File: src/rtl/tt_pkg.sv
// Shared types and elaboration helpers for the truth-table scanner.
package tt_pkg;

   typedef enum logic [1:0] {IDLE, SETTLE, CAPTURE, DONE} tt_state_t;

   localparam int MAX_N    = 6;
   localparam int MAX_HOLD = 255;
   localparam int HOLD_W   = 8;

   // Truth-table width for an n-input function.
   function automatic int tt_width(input int n);
      return 1 << n;
   endfunction

   // True when the input count and settle time fit the hardware.
   function automatic bit tt_params_ok(input int n, input int hold);
      return (n >= 1) && (n <= MAX_N) && (hold >= 1) && (hold <= MAX_HOLD);
   endfunction

endpackage

File: src/rtl/tt_hold_timer.sv
// 8-bit settle-delay down-counter: load a start value, count down while enabled,
// and report expiry when the count reaches zero.
module tt_hold_timer
   import tt_pkg::*;
(
   input  logic              clk,
   input  logic              rst_n,
   input  logic              load,
   input  logic [HOLD_W-1:0] load_val,
   input  logic              en,
   output logic              expire
);

   logic [HOLD_W-1:0] cnt;

   // Load takes priority over counting; the count parks at zero.
   always_ff @(posedge clk) begin
      if (!rst_n)
         cnt <= '0;
      else if (load)
         cnt <= load_val;
      else if (en && (cnt != '0))
         cnt <= cnt - 8'd1;
   end

   assign expire = (cnt == '0);

endmodule

File: src/rtl/truth_table_scanner.sv
// Exhaustive truth-table sweeper: drives every input row onto an external
// function, waits HOLD cycles, samples its output and compares the assembled
// table against an expected vector latched at start.
module truth_table_scanner
   import tt_pkg::*;
#(
   parameter  int N    = 3,
   parameter  int HOLD = 1,
   localparam int TT_W = tt_width(N)
) (
   input  logic            clk,
   input  logic            rst_n,
   input  logic            start,
   input  logic            abort,
   input  logic [TT_W-1:0] expect_tt,   // expected table, bit i = output for row i
   input  logic            s_in,
   output logic [N-1:0]    vec_out,
   output logic            busy,
   output logic            done,
   output logic [TT_W-1:0] result,
   output logic [N:0]      ones_count,
   output logic            mismatch,
   output logic [N-1:0]    first_err
);

   if (!tt_params_ok(N, HOLD)) begin : g_bad_params
      $error("truth_table_scanner: N must be 1..6 and HOLD 1..255");
   end

   localparam logic [N-1:0] LAST_ROW = '1;

   tt_state_t       state, state_nxt;
   logic [TT_W-1:0] exp_q;
   logic            tmr_load, tmr_en, tmr_expire, cap;
   logic            last_row;

   assign last_row = (vec_out == LAST_ROW);
   assign busy     = (state == SETTLE) || (state == CAPTURE);
   assign done     = (state == DONE);

   tt_hold_timer u_hold (
      .clk      (clk),
      .rst_n    (rst_n),
      .load     (tmr_load),
      .load_val (8'(HOLD - 1)),
      .en       (tmr_en),
      .expire   (tmr_expire)
   );

   // State register.
   always_ff @(posedge clk) begin
      if (!rst_n) state <= IDLE;
      else        state <= state_nxt;
   end

   // Next-state logic; abort beats capture so an aborted row is never recorded.
   always_comb begin
      state_nxt = state;
      tmr_load  = 1'b0;
      tmr_en    = 1'b0;
      cap       = 1'b0;
      unique case (state)
         IDLE: begin
            if (start) begin
               state_nxt = SETTLE;
               tmr_load  = 1'b1;
            end
         end
         SETTLE: begin
            if (abort)           state_nxt = IDLE;
            else if (tmr_expire) state_nxt = CAPTURE;
            else                 tmr_en    = 1'b1;
         end
         CAPTURE: begin
            if (abort) begin
               state_nxt = IDLE;
            end else begin
               cap = 1'b1;
               if (last_row) begin
                  state_nxt = DONE;
               end else begin
                  state_nxt = SETTLE;
                  tmr_load  = 1'b1;
               end
            end
         end
         DONE:    state_nxt = IDLE;
         default: state_nxt = IDLE;
      endcase
   end

   // Datapath: row pointer, captured table, popcount and first-error tracking.
   always_ff @(posedge clk) begin
      if (!rst_n) begin
         exp_q      <= '0;
         vec_out    <= '0;
         result     <= '0;
         ones_count <= '0;
         mismatch   <= 1'b0;
         first_err  <= '0;
      end else if ((state == IDLE) && start) begin
         exp_q      <= expect_tt;
         vec_out    <= '0;
         result     <= '0;
         ones_count <= '0;
         mismatch   <= 1'b0;
         first_err  <= '0;
      end else if (busy && abort) begin
         vec_out <= '0;
      end else if (cap) begin
         result[vec_out] <= s_in;
         if (s_in) ones_count <= ones_count + (N+1)'(1);
         if ((s_in != exp_q[vec_out]) && !mismatch) begin
            first_err <= vec_out;
            mismatch  <= 1'b1;
         end
         if (!last_row) vec_out <= vec_out + N'(1);
      end
   end

endmodule

File: config.mk
export PLATFORM = sky130hd
export DESIGN_NAME = truth_table_scanner
export DESIGN_NICKNAME = d
export VERILOG_FILES = /design/src/rtl/tt_pkg.sv /design/src/rtl/tt_hold_timer.sv /design/src/rtl/truth_table_scanner.sv
export SDC_FILE = /design/constraint.sdc
export NUM_CORES = 1
export LEC_CHECK = 0
export CAP_MARGIN = 20
export CORE_MARGIN = 3
export CORE_UTILIZATION = 47
export CTS_CLUSTER_DIAMETER = 120
export CTS_CLUSTER_SIZE = 8
export DETAILED_ROUTE_END_ITERATION = 8
export GPL_ROUTABILITY_DRIVEN = 0
export PLACE_DENSITY = 0.74
export SYNTH_ARGS = -nofsm -noshare
export SYNTH_HDL_FRONTEND = slang
export SYNTH_HIERARCHICAL = 1
export SYNTH_SLANG_ARGS = --single-unit
File: constraint.sdc
create_clock -name clk -period 2.3 [get_ports clk]
set_input_delay 0.69 -clock clk [delete_from_list [all_inputs] [get_ports clk]]
set_output_delay 0.69 -clock clk [all_outputs]
set_load 0.01 [all_outputs]
==> impl_metrics.ini <==
[routing]
drt_first_pass_iters = 4
wirelength_mm = 4.06
drt-initial-drc-count = 102
ant_nets = 0
vias = 1639
route.detailed.wl_per_inst_um = 12.6
via_per_inst = 5.09
drc_errors = 0

[layout]
layout-area-overhead-vs-synth_pct = 33.4
seqCellArea_sq_um = 743
nNetsFinal = 298
layout_cells_sized_above_1_pct = 14.2
leading_cell_type_in_the_layout_fill_and_taps_excluded = dfxtp_1
nFillCells = 336
multi_input_comb_area_sq_um = 1140
final_cell_mix = 35 x dfxtp_1, 34 x nand2_1, 32 x clkdlybuf4s50_1
antenna-diode-count = 0

[hold_path]
worstHoldStart = exp_q[6]
worstHoldEndpoint = exp_q[6]
holdCritPathClass = flop to flop
min_delay_path_depth = 2

[synth]
synthCells = 216
post_synth_edffs = 0
yosysSeqAreaShare_pct = 39.1
synth_area_per_cell_sq_um = 8.78
syn-cell-area_sq_um = 1900
async_flop_share_pct = 0
ys_types = 39
postSynth.topFlopCell = dfxtp_1
total_of_flip_flops_plus_latches_after_synthesis = 37
yosys_warnings = 6

[setup_path]
worst-endpoint-arrival_ns = 1.51
worst-path-max-fanout = 7
worst-endpoint-required_ns = 1.61
ff2ff_setup_slack_ns = 0.15
r2r_end = u_hold/cnt[1]
cp-start-kind = flop
critical-path-top-delay-family = buffers and inverters
critPathSlowestCell = clkdlybuf4s50_1
count_of_buffering_cells_on_the_critical_path_with_inverters_included = 2
timing.reg2reg.worst_path_depth = 9
crit-reg2reg-launch = u_hold/cnt[0]
timing.critical_path.to_type = primary output
timing.critical_path.slowest_cell_delay_ns = 0.55
worstSetupPathType = flop to primary output
worst_path_cell_trace = buf_4 > clkdlybuf4s50_1

[clock_tree]
cts_tree = yes
cts.hold.buffers_added = 0
cts_setup_buffers = 0
clkTransAtPathRegs_ns = 0.06
cts-root-buf = clkbuf_8
number_of_clock_sinks_seen_by_cts = 37
number_of_resized_instances_in_the_post_cts_repair_step = 3
htree_levels = 2
cts-root-to-sink-buffers = 2
numCtsBuffers = 5
clock_insertion_delay_worst_skew_ns = 0.29

[grt]
tot_gr_track_use_pct = 17.8
overflow = 0
largest_net_degree_at_the_start_of_global_routing = 14
number_of_antenna_violations_at_the_first_check_in_global_routing = 0
vias_in_the_first_global_route = 1542
grt_first_pass_wirelength_mm = 6.87

[floorplan]
core_area_sq_um = 3770
num_io_pins = 34
effective_utilization_at_floorplan_pct = 50.3
count_of_standard_cell_rows = 22
floorplan.die.width_um = 69.5
fp.dieArea_sq_um = 4830
die_y_um = 69.5

[timing]
maximum_operating_frequency_ghz = 0.454
timing.final.crit_share_pct = 95.8
final_critical_path_required_period_ns = 2.20
report.final.hold_viol_count = 0
setup_viol_count_final = 0
grt_setup_unrepaired = false
maxSlewViolCount = 0
clock-skew-final_ns = 0.00419
finalHoldWorstSlack_ns = 0.462

[pwr]
p_leak_nw = 0.978
total_power_mw = 1.48
cellPowerDensity_nw_per_um2 = 585
peakVddDrop_mv = 0.381

[status]
status = complete, no violations

[placement]
place.detailed.hpwl_mm = 3.10
io_buffers = 33

[flow_run]
cap_viol_max_count = 0
## cells in the mapped netlist, types with 2 or more instances
master    instances  area, sq um
a31oi_1           2         12.5
o21ai_0          11         55.1
a21oi_1          10         50.1
or4_1             3         22.5
inv_1             8         30.0
xnor2_1           4         35.0
clkbuf_1          7         26.3
o31ai_1           3         22.5
nor4_1            2         12.5
mux2i_1          15          150
nor3b_1           8         60.1
dfxtp_1          37          741
nor3_1            4         20.0
nor2_1           15         56.3
nand3_1           6         30.0
o21a_1            2         15.0
xor2_1            2         17.5
a21boi_0          9         67.6
nand2_1          34          128
nand3b_1          3         22.5
nand2b_1          2         12.5
ha_1             10          125
and2_1            3         18.8
## state kept, by name, summed over array words and instances, names as in the netlist
name,count
state,2
u_hold/cnt,8
exp_q,8
first_err,3
result,8
ones_count,4
mismatch,1
vec_out,3
## routing by layer
layer / global-route usage [%] / share of wire, %
met2: 29.0 / 46
met1: 22.2 / 48
met4: 7.81 / 1.8
met5: 0 / 0
met3: 4.35 / 3.8
## cell families after synthesis
group	synth area share, %
simple gates	23.2
compound gates	14.5
buf+inv	3.76
mux	9.89
xor+xnor	2.77
flops	39.1
fa+ha+maj	6.60
other cells	0.198
## cell type report
cell class | instances | share of cell area (%)
Clock inverter | 1 | 0.198
Tap cell | 48 | 2.37
Inverter | 8 | 1.19
Clock buffer | 5 | 2.72
Multi-Input combinational cell | 169 | 44.9
Timing Repair Buffer | 54 | 19.2
Sequential cell | 37 | 29.4
## worst register-to-register path, stage by stage, from the launching register on
cell and delay, ns:
dfxtp_1 0.39, inv_1 0.08, ha_1 0.21, inv_1 0.12, nor4_4 0.06, nor3b_2 0.23, buf_4 0.17, o41ai_4 0.09
or4b_2 0.64, nand3_1 0.10
## worst max-delay path by stage
stage | end | from | depth (start not counted)
5_1_grt | u_hold/cnt[7] | u_hold/cnt[0] | 9
2_1_floorplan | u_hold/cnt[7] | u_hold/cnt[0] | 9
3_3_place_gp | u_hold/cnt[7] | abort | 6
4_1_cts | state[1] | u_hold/cnt[2] | 7
6_report | vec_out[0] | vec_out[0] | 2
3_5_place_dp | u_hold/cnt[7] | abort | 6
## power by group
| group | total [mW] | switching [mW] | internal (mW) |
|---|---|---|---|
| clock network | 0.413 | 0.213 | 0.199 |
| registers | 0.709 | 0.0316 | 0.677 |
| logic | 0.359 | 0.180 | 0.179 |
## stage by stage
step | instances | setup slack [ns] | util (%) | cell area [sq um] | TNS [ns]
after detailed placement | 316 | -0.202 | 64.6 | 2430 | -0.952
final | 322 | 0.0958 | 67.1 | 2530 | 0
after floorplan | 223 | 0.113 | - | 1930 | 0
after global placement | 316 | -0.154 | 64.6 | 2430 | -0.620
after CTS | 322 | 0.0783 | 66.7 | 2510 | 0
after global routing | 322 | 0.00771 | 67.1 | 2530 | 0
(Power assumes the default switching activity.)
